<file path="src/rtl/vga_scanout_if.sv">
// Framebuffer read port and VGA pin bundle for vga_scanout.
// The master side is the scanout engine; the slave side is the framebuffer RAM plus the DAC pins.
interface vga_scanout_if;
    logic [14:0] rd_address;
    logic [2:0]  rd_data;
    logic        vga_clk;
    logic [7:0]  vga_r;
    logic [7:0]  vga_g;
    logic [7:0]  vga_b;
    logic        vga_hs;
    logic        vga_vs;
    logic        vga_blank_n;
    logic        vblank;
    logic        frame_start;

    modport master (
        output rd_address,
        input  rd_data,
        output vga_clk,
        output vga_r,
        output vga_g,
        output vga_b,
        output vga_hs,
        output vga_vs,
        output vga_blank_n,
        output vblank,
        output frame_start
    );

    modport slave (
        input  rd_address,
        output rd_data,
        input  vga_clk,
        input  vga_r,
        input  vga_g,
        input  vga_b,
        input  vga_hs,
        input  vga_vs,
        input  vga_blank_n,
        input  vblank,
        input  frame_start
    );
endinterface

</file>
<file path="src/rtl/vga_scanout.sv">
// 640x480@60 Hz scanout of a 160x120x3 framebuffer with 4x4 pixel replication.
// Two-stage pipeline: stage A issues the read address, stage B turns the returned pixel into DAC levels.
module vga_scanout #(
    parameter int CLOCK_DIV = 2,
    parameter int V_VISIBLE = 480,
    parameter int V_FRONT   = 10,
    parameter int V_SYNC    = 2,
    parameter int V_BACK    = 33
) (
    input  logic          clk,
    input  logic          reset,
    vga_scanout_if.master vga_bus
);
    localparam int DIV_W = (CLOCK_DIV > 1) ? $clog2(CLOCK_DIV) : 1;

    localparam logic [DIV_W-1:0] DIV_LAST  = DIV_W'(CLOCK_DIV - 1);
    localparam logic [DIV_W-1:0] DIV_HALF  = DIV_W'(CLOCK_DIV / 2);
    localparam logic [DIV_W-1:0] DIV_ONE   = DIV_W'(1);
    localparam logic [DIV_W-1:0] DIV_ZERO  = DIV_W'(0);

    localparam logic [9:0] H_VISIBLE    = 10'd640;
    localparam logic [9:0] H_SYNC_START = 10'd656;
    localparam logic [9:0] H_SYNC_END   = 10'd752;
    localparam logic [9:0] H_LAST       = 10'd799;
    localparam logic [9:0] V_VIS        = 10'(V_VISIBLE);
    localparam logic [9:0] V_SYNC_START = 10'(V_VISIBLE + V_FRONT);
    localparam logic [9:0] V_SYNC_END   = 10'(V_VISIBLE + V_FRONT + V_SYNC);
    localparam logic [9:0] V_LAST       = 10'(V_VISIBLE + V_FRONT + V_SYNC + V_BACK - 1);

    // y*160 + x as y*128 + y*32 + x; stays inside 15 bits for the whole 160x120 map.
    function automatic logic [14:0] pixel_address(input logic [7:0] x, input logic [6:0] y);
        logic [14:0] y_ext;
        y_ext = {8'd0, y};
        return (y_ext << 3'd7) + (y_ext << 3'd5) + {7'd0, x};
    endfunction

    logic [DIV_W-1:0] div_r;
    logic [9:0]       h_count_r;
    logic [9:0]       v_count_r;
    logic             vga_clk_r;
    logic [14:0]      rd_address_r;
    logic             hs_a_r;
    logic             vs_a_r;
    logic             vis_a_r;
    logic [7:0]       red_r;
    logic [7:0]       green_r;
    logic [7:0]       blue_r;
    logic             hs_r;
    logic             vs_r;
    logic             blank_n_r;
    logic             frame_start_r;

    logic             pix_en_s;
    logic [DIV_W-1:0] div_next_s;
    logic [9:0]       h_next_s;
    logic [9:0]       v_next_s;
    logic             visible_s;
    logic             hs_raw_s;
    logic             vs_raw_s;
    logic             vblank_s;
    logic [14:0]      address_s;

    // Next-state of the clock divider and the beam counters.
    always_comb begin
        pix_en_s   = (div_r == DIV_LAST);
        div_next_s = div_r;
        h_next_s   = h_count_r;
        v_next_s   = v_count_r;
        if (pix_en_s) begin
            div_next_s = DIV_ZERO;
            if (h_count_r == H_LAST) begin
                h_next_s = 10'd0;
                if (v_count_r == V_LAST) begin
                    v_next_s = 10'd0;
                end else begin
                    v_next_s = v_count_r + 10'd1;
                end
            end else begin
                h_next_s = h_count_r + 10'd1;
            end
        end else begin
            div_next_s = div_r + DIV_ONE;
        end
    end

    // Raw timing flags and the framebuffer address for the current beam position.
    always_comb begin
        visible_s = (h_count_r < H_VISIBLE) && (v_count_r < V_VIS);
        hs_raw_s  = !((h_count_r >= H_SYNC_START) && (h_count_r < H_SYNC_END));
        vs_raw_s  = !((v_count_r >= V_SYNC_START) && (v_count_r < V_SYNC_END));
        vblank_s  = (v_count_r >= V_VIS);
        if (visible_s) begin
            address_s = pixel_address(h_count_r[9:2], v_count_r[8:2]);
        end else begin
            address_s = 15'd0;
        end
    end

    // Divider, beam counters and the DAC pixel clock (high for the first half of each pixel).
    always_ff @(posedge clk) begin
        if (reset) begin
            div_r     <= DIV_ZERO;
            h_count_r <= 10'd0;
            v_count_r <= 10'd0;
            vga_clk_r <= 1'b0;
        end else begin
            div_r     <= div_next_s;
            h_count_r <= h_next_s;
            v_count_r <= v_next_s;
            vga_clk_r <= (div_next_s < DIV_HALF);
        end
    end

    // Stage A: read address plus timing flags that must travel alongside it.
    always_ff @(posedge clk) begin
        if (reset) begin
            rd_address_r <= 15'd0;
            hs_a_r       <= 1'b1;
            vs_a_r       <= 1'b1;
            vis_a_r      <= 1'b0;
        end else begin
            rd_address_r <= address_s;
            hs_a_r       <= hs_raw_s;
            vs_a_r       <= vs_raw_s;
            vis_a_r      <= visible_s;
        end
    end

    // Stage B: colour expansion gated by the delayed visible flag, sync/blank realignment.
    always_ff @(posedge clk) begin
        if (reset) begin
            red_r         <= 8'h00;
            green_r       <= 8'h00;
            blue_r        <= 8'h00;
            hs_r          <= 1'b1;
            vs_r          <= 1'b1;
            blank_n_r     <= 1'b0;
            frame_start_r <= 1'b0;
        end else begin
            if (vis_a_r) begin
                red_r   <= {8{vga_bus.rd_data[2]}};
                green_r <= {8{vga_bus.rd_data[1]}};
                blue_r  <= {8{vga_bus.rd_data[0]}};
            end else begin
                red_r   <= 8'h00;
                green_r <= 8'h00;
                blue_r  <= 8'h00;
            end
            hs_r          <= hs_a_r;
            vs_r          <= vs_a_r;
            blank_n_r     <= vis_a_r;
            frame_start_r <= pix_en_s && (h_count_r == 10'd0) && (v_count_r == V_VIS);
        end
    end

    assign vga_bus.rd_address  = rd_address_r;
    assign vga_bus.vga_clk     = vga_clk_r;
    assign vga_bus.vga_r       = red_r;
    assign vga_bus.vga_g       = green_r;
    assign vga_bus.vga_b       = blue_r;
    assign vga_bus.vga_hs      = hs_r;
    assign vga_bus.vga_vs      = vs_r;
    assign vga_bus.vga_blank_n = blank_n_r;
    assign vga_bus.vblank      = vblank_s;
    assign vga_bus.frame_start = frame_start_r;
endmodule

</file>
<file path="src/flat_wrapper.sv">
// flat-port wrapper written by rule: the top's interface ports become plain ports
module vga_scanout_flat 
#(
    parameter int CLOCK_DIV = 2,
    parameter int V_VISIBLE = 480,
    parameter int V_FRONT   = 10,
    parameter int V_SYNC    = 2,
    parameter int V_BACK    = 33
)
  (clk, reset, vga_bus_rd_address, vga_bus_rd_data, vga_bus_vga_clk, vga_bus_vga_r, vga_bus_vga_g, vga_bus_vga_b, vga_bus_vga_hs, vga_bus_vga_vs, vga_bus_vga_blank_n, vga_bus_vblank, vga_bus_frame_start);
  vga_scanout_if vga_bus_i ();
  input  logic clk;
  input  logic reset;
  output wire logic [$bits(vga_bus_i.rd_address)-1:0] vga_bus_rd_address;
  input wire logic [$bits(vga_bus_i.rd_data)-1:0] vga_bus_rd_data;
  output wire logic [$bits(vga_bus_i.vga_clk)-1:0] vga_bus_vga_clk;
  output wire logic [$bits(vga_bus_i.vga_r)-1:0] vga_bus_vga_r;
  output wire logic [$bits(vga_bus_i.vga_g)-1:0] vga_bus_vga_g;
  output wire logic [$bits(vga_bus_i.vga_b)-1:0] vga_bus_vga_b;
  output wire logic [$bits(vga_bus_i.vga_hs)-1:0] vga_bus_vga_hs;
  output wire logic [$bits(vga_bus_i.vga_vs)-1:0] vga_bus_vga_vs;
  output wire logic [$bits(vga_bus_i.vga_blank_n)-1:0] vga_bus_vga_blank_n;
  output wire logic [$bits(vga_bus_i.vblank)-1:0] vga_bus_vblank;
  output wire logic [$bits(vga_bus_i.frame_start)-1:0] vga_bus_frame_start;
  assign vga_bus_rd_address = vga_bus_i.rd_address;
  assign vga_bus_i.rd_data = vga_bus_rd_data;
  assign vga_bus_vga_clk = vga_bus_i.vga_clk;
  assign vga_bus_vga_r = vga_bus_i.vga_r;
  assign vga_bus_vga_g = vga_bus_i.vga_g;
  assign vga_bus_vga_b = vga_bus_i.vga_b;
  assign vga_bus_vga_hs = vga_bus_i.vga_hs;
  assign vga_bus_vga_vs = vga_bus_i.vga_vs;
  assign vga_bus_vga_blank_n = vga_bus_i.vga_blank_n;
  assign vga_bus_vblank = vga_bus_i.vblank;
  assign vga_bus_frame_start = vga_bus_i.frame_start;
  vga_scanout #(.CLOCK_DIV(CLOCK_DIV), .V_VISIBLE(V_VISIBLE), .V_FRONT(V_FRONT), .V_SYNC(V_SYNC), .V_BACK(V_BACK)) u_core (.clk(clk), .reset(reset), .vga_bus(vga_bus_i));
endmodule
</file>
<file path="config.mk">
export PLATFORM = sky130hd
export DESIGN_NAME = vga_scanout_flat
export DESIGN_NICKNAME = d
export VERILOG_FILES = /design/src/rtl/vga_scanout_if.sv /design/src/rtl/vga_scanout.sv /design/src/flat_wrapper.sv
export SDC_FILE = /design/constraint.sdc
export NUM_CORES = 1
export LEC_CHECK = 0
export BUFFER_PORTS_ARGS = -buffer_cell sky130_fd_sc_hd__buf_4
export CORE_UTILIZATION = 54
export DETAILED_ROUTE_END_ITERATION = 16
export GPL_ROUTABILITY_DRIVEN = 0
export PLACE_DENSITY = 0.79
export SLEW_MARGIN = 20
export SYNTH_ARGS = -nofsm -noshare
export SYNTH_HDL_FRONTEND = slang
export SYNTH_SLANG_ARGS = --single-unit
</file>
<file path="constraint.sdc">
create_clock -name clk -period 2.9 [get_ports clk]
set_input_delay 0.145 -clock clk [delete_from_list [all_inputs] [get_ports clk]]
set_output_delay 0.145 -clock clk [all_outputs]
set_load 0.01 [all_outputs]
</file>
# Word-level counts from Yosys, hierarchy flattened
# Index checks and enable logic that the tools add are counted.
# totals
regBits	47
in_bits	5
output_inout_bits	45
elab_cells	47
# op_classes
addsub	5
magnitude_cmp	8
eq_ne	3
n_mux	3
n_bitwise	2
reduce_logical	11
# op_table
cell	n
$add A10 B1 Y10 const B	2
$eq A10 B10 Y1 const B	2
$ge A10 B9 Y1 const B	2
$lt A10 B10 Y1 const B	2
$lt A10 B9 Y1 const B	2
$mux W10	2
$add A14 B12 Y15	1
$add A15 B8 Y15	1
$eq A10 B9 Y1 const B	1
$ge A10 B10 Y1 const B	1
$logic_not A10 Y1	1
$logic_and A1 B1 Y1	5
$reduce_or A2 Y1	2
$logic_not A1 Y1	2
$not A1 Y1	2
$reduce_and A2 Y1	1
$add A1 B1 Y1 const B	1
$lt A1 B1 Y1 const B	1
$mux W1	1

# Logic depth before layout (Yosys ltp)
# depth
ltp_word	4
ltp_mapped	9
mapped_depth_nobuf	9

# Worst setup path before layout
# OpenSTA, ideal clock, no wires.
# synth_path
path_kind	reg-to-reg
start	register u_core.v_count_r[2]
end	register u_core.rd_address_r[13] (netlist: u_core.vga_bus.rd_address[13])
setup_time_ps	116
arrival_time_ps	2312
required_ps	2784
setup_slack_ps	472
path_stages_with_launch	10
n_path_buf	0
period_less_slack_ps	2428
cell_sequence	dfxtp_1 -> inv_1 -> fa_1 -> inv_1 -> ha_1 -> a211oi_1 -> o21bai_1 -> o41ai_1 -> xor2_1 -> nor2_1
# synth_via
elab_chain_len	4
elab_cells_between_ends	6
cone_classes	add/sub (2); order compare (1); bitwise (1); reduce/logical (2)
# synth_lines
item	line	source
start: declaration	vga_scanout.sv:39	logic [9:0] v_count_r;
start signal: assignment	vga_scanout.sv:109	v_count_r <= v_next_s;
branches (longest 4 deep; another with $add A14 B12 Y15)	-	
end signal: assignment	vga_scanout.sv:122	rd_address_r <= address_s;
end: declaration	vga_scanout.sv:41	logic [14:0] rd_address_r;
# Several ways; the timed one is not identified.
# A chain may end at the register's enable or synchronous reset.

# Final worst setup path
# Ends and elaborated chain as after synthesis.

==> results.md <==
- Leakage: 1.22 nW
- Via count: ~1,700
- Crit path max fanout: 9
- Nets: between 300 and 400
- Sw Pwr: around 0.26 mW
- Synth cell types: 44
- Net count after synthesis: 274
- Die Area: around 4600 um^2
- Period utilisation layout: 0.923
- Row Count: 23
- Seq pwr share: 0.548
- Clock transition at path regs: around 90 ps
- Pwr/cell area: 448 nW/um^2
- N_diodes: 0
- Sequential cell area: 941 um^2
- Vias/cell: about 5.3
- Area of the core: 4060 um^2
- Initial antenna violation count: 0
- Outcome: complete, no violations
- RSZ-0062 raised after global routing: no
- CTS sink count: 47
- Max-cap violations: 0
- Finished Core Util: 0.663
- Req. time, crit path: slightly above 3000 ps
- Post-Syn Area per Cell: a little over 9 um^2
- Die X-Extent: between 60 and 70 um
- Finish-stage setup viols: 0
- I/O pin total: 50
- Comb power frac: 0.048
- Crit Path Category: register to register
- Chip height: slightly below 70 um
- Hold WS: between 30 and 40 ps
- Post-cts repair resize count: 0
- Post-CTS Hold Buffers: 0
- Max Slew Vio Count: 0
- DR iter-0 viols: 59
- Final wirelength: roughly 4.1 mm
- Power share of the clock group: 0.404
- YS warnings: 0
- Setup WS post-layout: ~220 ps
- IO buf count: between 40 and 50
- Post CTS Setup Buffer Count: 0
- Register bit total from synthesis: 47
- TritonCTS clock tree: built
- Dpl hpwl: around 3.0 mm
- Remaining global-route overflow: 0
- Routed wire per std cell: approximately 12 um
- Most frequent cells in the layout: 49 x buf_4, 47 x dfxtp_1, 31 x nor2_1
- Initial Utilization: 0.571
- Worst skew pair latency: approximately 300 ps
- Largest net degree at the start of global routing: 22
- Clock Root Buffer: clkbuf_8
- DP Worst Slack: 257 ps
- Drc violations: 0
- Most common cell after layout, fill and taps aside: buf_4
- Cell taking the most area after synthesis: dfxtp_1
- Hold/Removal Path Class: input port to register
- Least-Margin Pin Slew: ~350 ps
- Htree depth: 2
- Internal Power: approximately 0.94 mW
- Reg2Reg Setup Slack: between 200 and 250 ps
- Max-slew headroom: 0.766
- Critical path arrival: 2870 ps
- First-pass GRT wire length: around 6.6 mm
- Setup TNS: 0 ps
- Clock tree buffer depth: 2
- Area grow syn2layout: 16.0%
- Sequential-to-total area share from yosys stat: 0.406
- Worst vdd ir: ~260 uV
- Vias in the first global route: 1,416
- Sw frac: 0.218
- Worst Setup End Kind: register
- First-pass DRT Iterations: 4
- Layout cells sized above 1: 0.235
- Final hold violation count: 0
- Post-synth top area share: 0.406
- CTS Buf Count: 5
- Final ANT Viol Nets: 0
- GR Util All Layers: 0.198
- Footprint of the multi-input gates: around 1200 um^2
- Minimum clock period: about 2700 ps
- Cells after Synth: between 200 and 250
- Clock skew: ~6.9 ps
- Maximum clock frequency: ~0.37 GHz
- Fill count: approximately 340
- Area contributors post-synth: dfxtp_1 41%, ha_1 9.7%, buf_4 6.8%, nor2_1 5.0%, xor2_1 3.4%
- Startpoint Class: register
- Post-synthesis cell area: around 2300 um^2
==> worst max-delay path, cell delays in order, from the launching register on <==
cell	delay [ps]
dfxtp_1	490
inv_1	140
fa_1	610
inv_1	60
ha_1	300
a211oi_1	260
o21bai_1	150
o41ai_1	320
xor2_1	180
nor2_1	50
==> path summary, 6_finish.rpt <==
kind / to / start / cells past startpoint
worst max-delay path: u_core.vga_bus.rd_address[13] / u_core.v_count_r[2] / 9
worst min-delay path: u_core.vga_bus.vga_b[0] / vga_bus_rd_data[0] / 2
worst max register to register: u_core.vga_bus.rd_address[13] / u_core.v_count_r[2] / 9
worst min register to register: u_core.vga_bus.vga_vs / u_core.vs_a_r / 1
==> metal layers <==
layer	part of all wire	routed length (um)	track usage
met1	0.46	1900	0.267
met2	0.44	1810	0.298
met3	0.080	330	0.0389
met4	0.015	63	0.0957
met5	0	0	0
==> final cells by class <==
cell class | count | share of cell area
Clock buffer | 5 | 0.0256
Clock inverter | 3 | 0.0177
Inverter | 13 | 0.0181
Multi-Input combinational cell | 164 | 0.429
Sequential cell | 47 | 0.350
Tap cell | 50 | 0.0233
Timing Repair Buffer | 49 | 0.137
==> synth_stat cells <==
| cell | count |
|---|---|
| dfxtp_1 | 47 |
| nor2_1 | 31 |
| buf_4 | 21 |
| ha_1 | 18 |
| inv_1 | 12 |
| and2_1 | 11 |
| nor3_1 | 9 |
| xor2_1 | 9 |
| a21oi_1 | 8 |
| nand2_1 | 8 |
| nand4_1 | 8 |
| o21ai_0 | 7 |
| and3_1 | 6 |
| xnor2_1 | 5 |
| nand3_1 | 4 |
| nor2b_1 | 4 |
| a211oi_1 | 3 |
| o21a_1 | 3 |
| a21o_1 | 2 |
| buf_2 | 2 |
| clkbuf_1 | 2 |
| fa_1 | 2 |
| mux2i_1 | 2 |
| nand2b_1 | 2 |
| nor4_1 | 2 |
| or2_2 | 2 |
| or4b_1 | 2 |
| a22oi_1 | 1 |
| a311oi_1 | 1 |
| a31oi_1 | 1 |
| and4_4 | 1 |
| and4bb_2 | 1 |
| inv_2 | 1 |
| nand3_4 | 1 |
| nand4b_1 | 1 |
| nor2_4 | 1 |
| nor3_4 | 1 |
| nor4b_1 | 1 |
| o211a_1 | 1 |
| o21bai_1 | 1 |
| o31a_1 | 1 |
| o41ai_1 | 1 |
| or3b_2 | 1 |
| or4_1 | 1 |
==> stage by stage <==
stage               area, um^2  instances  total power [mW]
detailed placement        2570        323             0.734
floorplan                 2320        249             0.718
CTS                       2690        331              1.22
global route              2690        331              1.25
finish                    2690        331              1.21
global placement          2570        323             0.733
==> logic make-up (layout without fill, tap and decap cells) <==
logic type               Yosys count  in the layout  share of synthesized area
AND/OR/NAND/NOR                   98             98                      0.239
multiplexers                       2              2                    0.00863
XOR/XNOR                          14             14                     0.0529
buffers and inverters             38             70                     0.0966
flip-flops                        47             47                      0.406
AO/OA/AOI/OAI                     30             30                     0.0831
adder cells (fa/ha/maj)           20             20                      0.114
==> power by group through the flow <==
stage	sequential (mW)	combinational [mW]	clock, mW
global route	0.662	0.0647	0.528
CTS	0.660	0.0592	0.500
finish	0.660	0.0583	0.487
detailed placement	0.675	0.0587	0
global placement	0.675	0.0581	0
floorplan	0.674	0.0443	0
==> registers in the layout, summed over array words and instances, names as in the netlist <==
register	cells
u_core.vga_bus.rd_address	15
u_core.h_count_r	10
u_core.v_count_r	10
u_core.div_r	1
u_core.hs_a_r	1
u_core.vga_bus.frame_start	1
u_core.vga_bus.vga_b	1
u_core.vga_bus.vga_blank_n	1
u_core.vga_bus.vga_clk	1
u_core.vga_bus.vga_g	1
u_core.vga_bus.vga_hs	1
u_core.vga_bus.vga_r	1
u_core.vga_bus.vga_vs	1
u_core.vis_a_r	1
u_core.vs_a_r	1
Power figures use the tool's default switching activity.
